$ cat config.mk
export PLATFORM = sky130hd
export DESIGN_NAME = fetch_sequencer
export DESIGN_NICKNAME = d
export VERILOG_FILES = /design/src/rtl/fetch_pkg.sv /design/src/rtl/fetch_fifo.sv /design/src/rtl/fetch_sequencer.sv
export SDC_FILE = /design/constraint.sdc
export NUM_CORES = 1
export LEC_CHECK = 0
export BUFFER_PORTS_ARGS = -buffer_cell sky130_fd_sc_hd__buf_2
export CAP_MARGIN = 15
export CORE_ASPECT_RATIO = 1.4
export CORE_UTILIZATION = 59
export DETAILED_ROUTE_END_ITERATION = 8
export PLACE_DENSITY = 0.93
export SETUP_SLACK_MARGIN = 0.05
export SYNTH_ARGS = -nofsm -noshare
export SYNTH_HDL_FRONTEND = slang
export SYNTH_SLANG_ARGS = --single-unit
$ cat constraint.sdc
create_clock -name clk -period 8.7 [get_ports clk]
set_input_delay 0 -clock clk [delete_from_list [all_inputs] [get_ports clk]]
set_output_delay 0 -clock clk [all_outputs]
set_load 0.005 [all_outputs]
$ cat src/rtl/fetch_pkg.sv
// Shared types and constants for the instruction fetch sequencer and its buffer.
package fetch_pkg;

  localparam int unsigned INSTR_W = 32;
  localparam int unsigned ADDR_W  = 32;
  localparam int unsigned PC_STEP = 4;

  typedef enum logic [1:0] {
    IDLE  = 2'd0,
    FETCH = 2'd1,
    HALT  = 2'd2,
    FAULT = 2'd3
  } fetch_state_e;

  typedef struct packed {
    logic [ADDR_W-1:0]  pc;
    logic [INSTR_W-1:0] instr;
  } fetch_entry_t;

endpackage

$ cat src/rtl/fetch_fifo.sv
// Fetch buffer: DEPTH-entry shift FIFO of {pc, instr}; the head entry is a
// register, so the head fields feed the decode outputs directly.
// Ports:
//   clk, rst_n     - clock, async active-low reset
//   push, push_data- write one entry (caller guarantees space)
//   pop            - drop the head entry (ignored when empty)
//   flush          - discard all entries; wins over push/pop
//   head, valid    - head entry and its valid flag (registered)
//   count          - current occupancy
//   count_next_c   - occupancy after this edge (combinational)
module fetch_fifo
  import fetch_pkg::*;
#(
  parameter int unsigned DEPTH = 2,
  parameter int unsigned CNT_W = $clog2(DEPTH + 1)
) (
  input  logic             clk,
  input  logic             rst_n,
  input  logic             push,
  input  fetch_entry_t     push_data,
  input  logic             pop,
  input  logic             flush,
  output fetch_entry_t     head,
  output logic             valid,
  output logic [CNT_W-1:0] count,
  output logic [CNT_W-1:0] count_next_c
);

  fetch_entry_t     entries   [DEPTH];
  fetch_entry_t     entries_n [DEPTH];
  logic [CNT_W-1:0] cnt_q;
  logic [CNT_W-1:0] cnt_n;
  logic [CNT_W-1:0] wr_idx;
  logic             do_pop;
  logic             valid_q;

  // Next occupancy and contents: shift on pop, write behind the survivors.
  always_comb begin
    entries_n = entries;
    cnt_n     = cnt_q;
    wr_idx    = cnt_q;
    do_pop    = pop && (cnt_q != '0);
    if (flush) begin
      cnt_n = '0;
    end else begin
      if (do_pop) begin
        for (int i = 0; i < int'(DEPTH) - 1; i++) begin
          entries_n[i] = entries[i+1];
        end
        wr_idx = cnt_q - CNT_W'(1);
      end
      if (push) begin
        for (int i = 0; i < int'(DEPTH); i++) begin
          if (CNT_W'(i) == wr_idx) begin
            entries_n[i] = push_data;
          end
        end
      end
      cnt_n = cnt_q + CNT_W'(push) - CNT_W'(do_pop);
    end
  end

  // Storage and occupancy registers.
  always_ff @(posedge clk or negedge rst_n) begin
    if (!rst_n) begin
      cnt_q   <= '0;
      valid_q <= 1'b0;
      for (int i = 0; i < int'(DEPTH); i++) begin
        entries[i] <= '0;
      end
    end else begin
      cnt_q   <= cnt_n;
      valid_q <= (cnt_n != '0);
      entries <= entries_n;
    end
  end

  assign head         = entries[0];
  assign valid        = valid_q;
  assign count        = cnt_q;
  assign count_next_c = cnt_n;

endmodule

$ cat src/rtl/fetch_sequencer.sv
// Instruction fetch sequencer: walks the PC through a combinational-read
// instruction memory and queues {pc, instr} into a fetch buffer for decode.
// Optional build macro FETCH_ZERO_HALT_EN: an all-zero fetched word halts
// fetching (not queued, PC parked on it); otherwise zero words are ordinary.
// Ports:
//   clk, rst_n                 - clock, async active-low reset
//   start                      - leave IDLE and begin fetching
//   imem_addr / imem_instr     - instruction memory byte address / word
//   redirect_valid/redirect_pc - flush buffer and restart at a new PC
//   out_valid/out_ready        - decode handshake
//   out_instr/out_pc           - buffer head entry
//   busy, halted, fault        - status
module fetch_sequencer
  import fetch_pkg::*;
#(
  parameter logic [31:0] RESET_PC  = 32'h0000_0000,
  parameter int unsigned DEPTH     = 2,
  parameter int unsigned MEM_WORDS = 1280
) (
  input  logic               clk,
  input  logic               rst_n,
  input  logic               start,
  output logic [ADDR_W-1:0]  imem_addr,
  input  logic [INSTR_W-1:0] imem_instr,
  input  logic               redirect_valid,
  input  logic [ADDR_W-1:0]  redirect_pc,
  output logic               out_valid,
  input  logic               out_ready,
  output logic [INSTR_W-1:0] out_instr,
  output logic [ADDR_W-1:0]  out_pc,
  output logic               busy,
  output logic               halted,
  output logic               fault
);

  localparam int unsigned     CNT_W     = $clog2(DEPTH + 1);
  localparam int unsigned     EXT_W     = ADDR_W + 1;
  localparam logic [EXT_W-1:0] MEM_BYTES = EXT_W'(MEM_WORDS) * EXT_W'(PC_STEP);

  fetch_state_e      state_q;
  fetch_state_e      state_n;
  logic [ADDR_W-1:0] pc_q;
  logic [ADDR_W-1:0] pc_n;
  logic              push;
  logic              pop;
  logic              flush;
  logic              space;
  logic              pc_bad;
  logic              halted_q;
  logic              fault_q;
  logic              busy_q;
  fetch_entry_t      push_data;
  fetch_entry_t      head;
  logic [CNT_W-1:0]  count;
  logic [CNT_W-1:0]  count_next_c;

  // Next state, next PC and buffer controls; redirect overrides everything.
  always_comb begin
    state_n   = state_q;
    pc_n      = pc_q;
    push      = 1'b0;
    flush     = 1'b0;
    pop       = out_valid && out_ready && !redirect_valid;
    space     = (count < CNT_W'(DEPTH)) || pop;
    pc_bad    = (pc_q[1:0] != 2'b00) || ({1'b0, pc_q} >= MEM_BYTES);
    push_data = '{pc: pc_q, instr: imem_instr};
    if (redirect_valid) begin
      flush = 1'b1;
      pc_n  = redirect_pc;
      if (state_q == HALT || state_q == FAULT) begin
        state_n = FETCH;
      end
    end else begin
      unique case (state_q)
        IDLE: begin
          if (start) begin
            state_n = FETCH;
          end
        end
        FETCH: begin
          if (space) begin
            if (pc_bad) begin
              state_n = FAULT;
`ifdef FETCH_ZERO_HALT_EN
            end else if (imem_instr == '0) begin
              state_n = HALT;
`endif
            end else begin
              push = 1'b1;
              pc_n = pc_q + ADDR_W'(PC_STEP);
            end
          end
        end
        default: begin
        end
      endcase
    end
  end

  // State, PC and status registers; status flags track the next state.
  always_ff @(posedge clk or negedge rst_n) begin
    if (!rst_n) begin
      state_q  <= IDLE;
      pc_q     <= RESET_PC;
      halted_q <= 1'b0;
      fault_q  <= 1'b0;
      busy_q   <= 1'b0;
    end else begin
      state_q  <= state_n;
      pc_q     <= pc_n;
      halted_q <= (state_n == HALT);
      fault_q  <= (state_n == FAULT);
      busy_q   <= (state_n == FETCH) || (count_next_c != '0);
    end
  end

  fetch_fifo #(
    .DEPTH (DEPTH),
    .CNT_W (CNT_W)
  ) u_fifo (
    .clk          (clk),
    .rst_n        (rst_n),
    .push         (push),
    .push_data    (push_data),
    .pop          (pop),
    .flush        (flush),
    .head         (head),
    .valid        (out_valid),
    .count        (count),
    .count_next_c (count_next_c)
  );

  assign imem_addr = pc_q;
  assign out_instr = head.instr;
  assign out_pc    = head.pc;
  assign busy      = busy_q;
  assign halted    = halted_q;
  assign fault     = fault_q;

endmodule

==> results of run 1 <==
state kept, by name (all words and copies together), names as in the netlist:
register        cells
u_fifo.head        64
halted              1
fault               1
u_fifo.valid        1
u_fifo.count        2
busy                1
u_fifo.entries     64
state_q             2
imem_addr          32
cells in the final DEF, fill, tap and decap left out, types with 8 or more instances in the layout:
cell type	count
buf_2	166
clkbuf_16	17
nand2_1	10
mux2_2	28
and2_1	22
nor2_1	69
mux2i_1	110
xnor2_1	8
dlygate4sd3_1	66
nor4_1	10
mux2_4	39
dfrtp_1	168
inv_1	8
worst paths after layout:
path	to	slack, ps	cells past startpoint
worst min register to register	u_fifo.entries[62]$_DFFE_PN0P_	490	1
max in group asynchronous	u_fifo.entries[62]$_DFFE_PN0P_	6950	3
min in group clk	imem_addr[4]$_DFFE_PN0P_	260	3
worst max register to register	u_fifo.entries[9]$_DFFE_PN0P_	4790	8
worst min-delay path	imem_addr[27]$_DFFE_PN0P_	180	2
worst max-delay path	u_fifo.entries[9]$_DFFE_PN0P_	4790	8
worst max-delay path: stages, from the launching register on:
cell and delay, ps:
dfrtp_1 330, inv_1 100, ha_1 230, nor4bb_4 250
buf_4 880, mux2i_1 220, nor2_1 300, nand3_4 830
mux2_4 610
through the flow:
step                        util  setup slack (ps)  cell area, sq um  total power, W
after floorplan                -              5843              7856       0.0008627
after global placement    0.6402              4955              8282       0.0009167
after detailed placement  0.6402              4805              8282       0.0009233
after CTS                 0.7386              4768              9554        0.001720
after global routing      0.7386              4570              9554        0.001768
final                     0.7386              4791              9554        0.001716
timing repair:
item,CTS,global route
hold buffers,66,0
endpoints found under the hold margin,186,0
gates resized for setup,0,0
layer usage:
metal  GRT usage  up-vias  routed length, um
met2      0.4890      206               9608
met4      0.1440        0                705
met1      0.3084     2606               6890
met5           0        -                  0
li1            -     2350                  -
met3     0.07409       53               1012
logic make-up after synthesis:
group,count (synthesis),synth area share
xor gates and xnor gates,8,0.008919
and+or+nand+nor,136,0.08823
AOI/OAI and AO/OA,18,0.01433
DFF,168,0.5351
muxes,177,0.2548
buffers and inverters,105,0.09062
adders and majority gates,5,0.007963
synthesized netlist by cell type (6+ instances only):
| cell | number | share of area |
|---|---|---|
| nand2_1 | 10 | 0.0048 |
| mux2_2 | 28 | 0.040 |
| dfrtp_1 | 168 | 0.54 |
| and2_1 | 22 | 0.018 |
| buf_6 | 9 | 0.013 |
| buf_2 | 8 | 0.0051 |
| buf_4 | 64 | 0.061 |
| mux2i_1 | 110 | 0.14 |
| nor4_1 | 10 | 0.0080 |
| inv_1 | 8 | 0.0038 |
| clkbuf_1 | 15 | 0.0072 |
| mux2_4 | 39 | 0.075 |
| xnor2_1 | 8 | 0.0089 |
| nand3_1 | 6 | 0.0038 |
| o21ai_0 | 7 | 0.0045 |
| nor2_1 | 69 | 0.033 |
where the power goes:
part / total [W] / internal (W) / switching (W)
Sequential: 0.000818 / 0.000797 / 0.0000215
Clock: 0.000777 / 0.000461 / 0.000316
Combinational: 0.000121 / 0.0000617 / 0.0000590
layout make-up:
cell class / instances / area [sq um]
Inverter: 8 / 30.03
Clock buffer: 18 / 439.2
Timing Repair Buffer: 236 / 1525
Tap cell: 178 / 222.7
Clock inverter: 14 / 172.7
Sequential cell: 168 / 4204
Multi-Input combinational cell: 344 / 2960
Fill cell: 772 / 3382
==> out/metrics.csv, run 1 <==
metric;value;unit
synth_edf_count;0;
max_freq;255.8;MHz
finalCritPeriodShare;0.4493;
p_leak;4.753;nW
period_minus_slack;3909;ps
syn_inst;617;
ys_seq_area_frac;0.5351;
yosysUniqueCellTypes;39;
synth_ff_type;dfrtp_1;
cp-end-kind;register;
fp-row-count;49;
worst-path-max-fanout;66;
drt_iter0_markers;199;
tns;0;ps
dp_hpwl;10280;um
ios;169;
core;12940;sq um
wl_per_cell;18.86;um
worstMarginPinSlew;1144;ps
synthesis.nets;691;
fin_cells;966;
timing.slew.headroom;0.2374;
grt_start_max_net_pins;95;
htreeDepth;4;
yosys_warnings;0;
min_path_type;input port to async pin;
vias_per_cell;5.399;
clock_sinks;168;
skew;8.815;ps
synth-seq-cells;168;
io_buffers;168;
rsz0062_at_grt;false;
outcome;completed;
cts_setup_buffers;0;
antenna_found_initial;0;
cap_violations;0;
die_area;13790;sq um
routabilityCongestion;0.7216;
drc_errors;0;
root_buffer;clkbuf_16;
r2r-start;u_fifo.count[1]$_DFF_PN0_;
grt_pass1_wl;29460;um
ir_drop;0.1390;mV
grt_pass1_vias;5781;
cts_tree;done;
setup-violations-final;0;
clkSlewWorstSetupHoldPaths;70;ps
path_class;register to register;
antenna_cells;0;
grt_util_all_layers;0.2792;
syn_area_per_cell;12.73;sq um
floorplan.initialDensity;0.6073;
grt-ovfl-total;0;
die_h;138.5;um
syn_area;7856;sq um
nets;849;
startpoint_type;register;
cp.arrival;4220;ps
die_width;99.53;um
cp-startpoint;u_fifo.count[1]$_DFF_PN0_;
dr.pass1.iters;4;
whs;182.6;ps
p_per_area;179.6;nW/um^2
ant_nets;0;
insertion_delay;430;ps
cts_buffers;17;
maxSlewViolCount;0;
routed_wl;18220;um
synthToLayoutAreaGrowth;21.61;%
ys_async_sr_fraction;1.000;
cts_buffer_depth;2;
hold_violations;0;
dp_cells;868;
drive_gt1_frac;0.3528;
vias;5215;
crit_required;9010;ps
Note: power is estimated with default switching activity, not from simulation.
==> inputs of run 2 (changes only) <==
- CORE_UTILIZATION: 59 -> 49
- PLACE_DENSITY: 0.93 -> 0.84
- clock period: 8.7 -> 3.5 ns (I/O delays scaled with it)
==> run 2 against run 1 <==
Compared with the run above: routed wire length down 9.0%; sequential share of layout area down 0.25 points; core utilization down 12 points; largest power group unchanged.
==> out/metrics.csv, run 2 (same netlist as run 1, synthesis figures left out) <==
metric;value;unit;change
outcome;completed;;
dp_hpwl;9968;um;-3.1%
antenna_found_initial;0;;unchanged
design_area;9608;sq um;+0.56%
worst-path-max-fanout;9;;-86%
final_cell_mix;168 x dfrtp_1, 166 x buf_2, 110 x mux2i_1;;
cts_buffer_depth;2;;unchanged
io_buffers;168;;unchanged
ir_drop;0.3528;mV;+150%
grt_start_max_net_pins;108;;+14%
min_path_type;input port to register;;
slowest_stage;nor4_1;;
grt_pass1_wl;27040;um;-8.2%
dpl_cell_area;8372;sq um;+1.1%
p_int;0.003151;W;+140%
hold_violations;0;;unchanged
r2r_end;busy$_DFF_PN0_;;
routed-wl-met3;874;um;-14%
die_h;151.8;um;+9.6%
floorplan.initialDensity;0.5034;;-0.1039
clkSlewWorstSetupHoldPaths;70;ps;about the same
route.met2.wl;8695;um;-9.5%
routed_wl;16580;um;-9.0%
seq_power_share;0.491;;+0.014
path_cells;nor4_1 -> nand4_2 -> nor4_1 -> ha_1 -> xnor2_1 -> xnor2_1 -> nor2_1 -> or2_2 -> a21o_1;;
highest_layer;met4;;
clkPwrFrac;0.438;;-0.015
htreeDepth;4;;unchanged
reg2reg_depth;9;;+1
fillCellCount;1188;;+54%
drive_gt1_frac;0.3561;;+0.003269
tns;0;ps;unchanged
finalCritPeriodShare;0.7865;;+0.3372
skew;11.26;ps;+2.448 ps
maxSlewViolCount;0;;unchanged
cp.arrival;3060;ps;-1160 ps
r2r-start;imem_addr[29]$_DFFE_PN0P_;;
vias_per_cell;5.107;;-5.4%
fp-row-count;54;;+10%
min_to;imem_addr[2]$_DFFE_PN0P_;;
grt_pass1_vias;5475;;-5.3%
min_from;redirect_valid;;
swShare;0.2375;;+0.006193
setup-violations-final;0;;unchanged
synthToLayoutAreaGrowth;22.30;%;
cap_violations;0;;unchanged
period_minus_slack;2753;ps;-1156 ps
crit_required;3810;ps;-5200 ps
worstMarginPinSlew;965.4;ps;-178.6 ps
hold_depth;3;;
die_width;109.0;um;+9.5%
path_class;register to register;;
p_leak;4.775;nW;+0.47%
clock_sinks;168;;unchanged
die_area;16550;sq um;+20%
ant_nets;0;;unchanged
ios;169;;unchanged
cts_tree;done;;
final_common_cell;dfrtp_1;;
cp_slowest_stage_delay;460;ps;-420 ps
switching_power;0.0009815;W;+150%
cp-end-kind;register;;
wl_per_cell;16.78;um;-11%
grt_util_all_layers;0.2109;;-0.06839
drc_errors;0;;unchanged
antenna_cells;0;;unchanged
grt-ovfl-total;0;;unchanged
cts_buffers;17;;unchanged
rsz0062_at_grt;false;;
root_buffer;clkbuf_16;;
max_freq;363.3;MHz;+42%
ff2ff_setup_slack;750;ps;-4040 ps
whs;67.31;ps;-115.3 ps
p_per_area;430.2;nW/um^2;+140%
insertion_delay;420;ps;about the same
timing.slew.headroom;0.3564;;+0.1191
cts_setup_buffers;0;;unchanged
routabilityCongestion;0.7724;;+7.0%
drt_iter0_markers;191;;-4.0%
core;15610;sq um;+21%
postCtsResizedCells;0;;unchanged
vias;5046;;-3.2%
cp-startpoint;imem_addr[29]$_DFFE_PN0P_;;
dr.pass1.iters;4;;unchanged
startpoint_type;register;;
met1_length;6658;um;-3.4%
power_frac_comb;0.071;;about the same
nets;853;;+0.47%
run 2: worst max-delay path by stage:
| stage | to | depth (start not counted) |
|---|---|---|
| 2_1_floorplan | busy$_DFF_PN0_ | 14 |
| 3_3_place_gp | busy$_DFF_PN0_ | 9 |
| 3_5_place_dp | busy$_DFF_PN0_ | 9 |
| 4_1_cts | busy$_DFF_PN0_ | 9 |
| 5_1_grt | busy$_DFF_PN0_ | 9 |
| 6_report | busy$_DFF_PN0_ | 9 |
run 2: timing repair:
item,in CTS,in global routing
endpoints found under the setup margin,0,0
hold endpoints to repair,206,0
hold buffers,66,0
run 2: area by class of cell:
| class | count | area, sq um | share of cell area |
|---|---|---|---|
| Tap cell | 196 | 245.2 | 0.02552 |
| Clock inverter | 14 | 136.4 | 0.01419 |
| Inverter | 8 | 30.03 | 0.003125 |
| Clock buffer | 18 | 439.2 | 0.04571 |
| Multi-Input combinational cell | 344 | 2960 | 0.3081 |
| Timing Repair Buffer | 240 | 1593 | 0.1658 |
| Sequential cell | 168 | 4204 | 0.4376 |
run 2: power by group through the flow:
| stage | logic [W] | clock network (W) | registers [W] |
|---|---|---|---|
| 2_1_floorplan | 0.0000896 | 0 | 0.00205 |
| 3_3_place_gp | 0.000231 | 0 | 0.00206 |
| 3_5_place_dp | 0.000235 | 0 | 0.00206 |
| 4_1_cts | 0.000293 | 0.00186 | 0.00203 |
| 5_1_grt | 0.000324 | 0.00194 | 0.00203 |
| 6_report | 0.000293 | 0.00181 | 0.00203 |
run 2: critical path, delay by kind of cell, from the launching register on:
kind	cells	cell delay, ps
adders and majority gates	1	220
DFF	1	400
xor gates and xnor gates	2	270
AOI/OAI and AO/OA	1	150
and+or+nand+nor	5	1600
run 2: per-stage QoR:
stage | std cells | util | setup slack [ps] | total power, W
final | 988 | 0.6156 | 747.3 | 0.004133
after global routing | 988 | 0.6156 | 514.4 | 0.004297
after CTS | 988 | 0.6156 | 850.3 | 0.004174
after detailed placement | 890 | 0.5364 | 865.5 | 0.002297
after global placement | 890 | 0.5364 | 877.3 | 0.002290
after floorplan | 617 | - | 643.1 | 0.002144
run 2: per-layer routing:
layer | vias up | GRT usage
met5 | - | 0
met4 | 0 | 0.07979
met3 | 28 | 0.05148
met2 | 152 | 0.3684
met1 | 2502 | 0.2444
li1 | 2364 | -
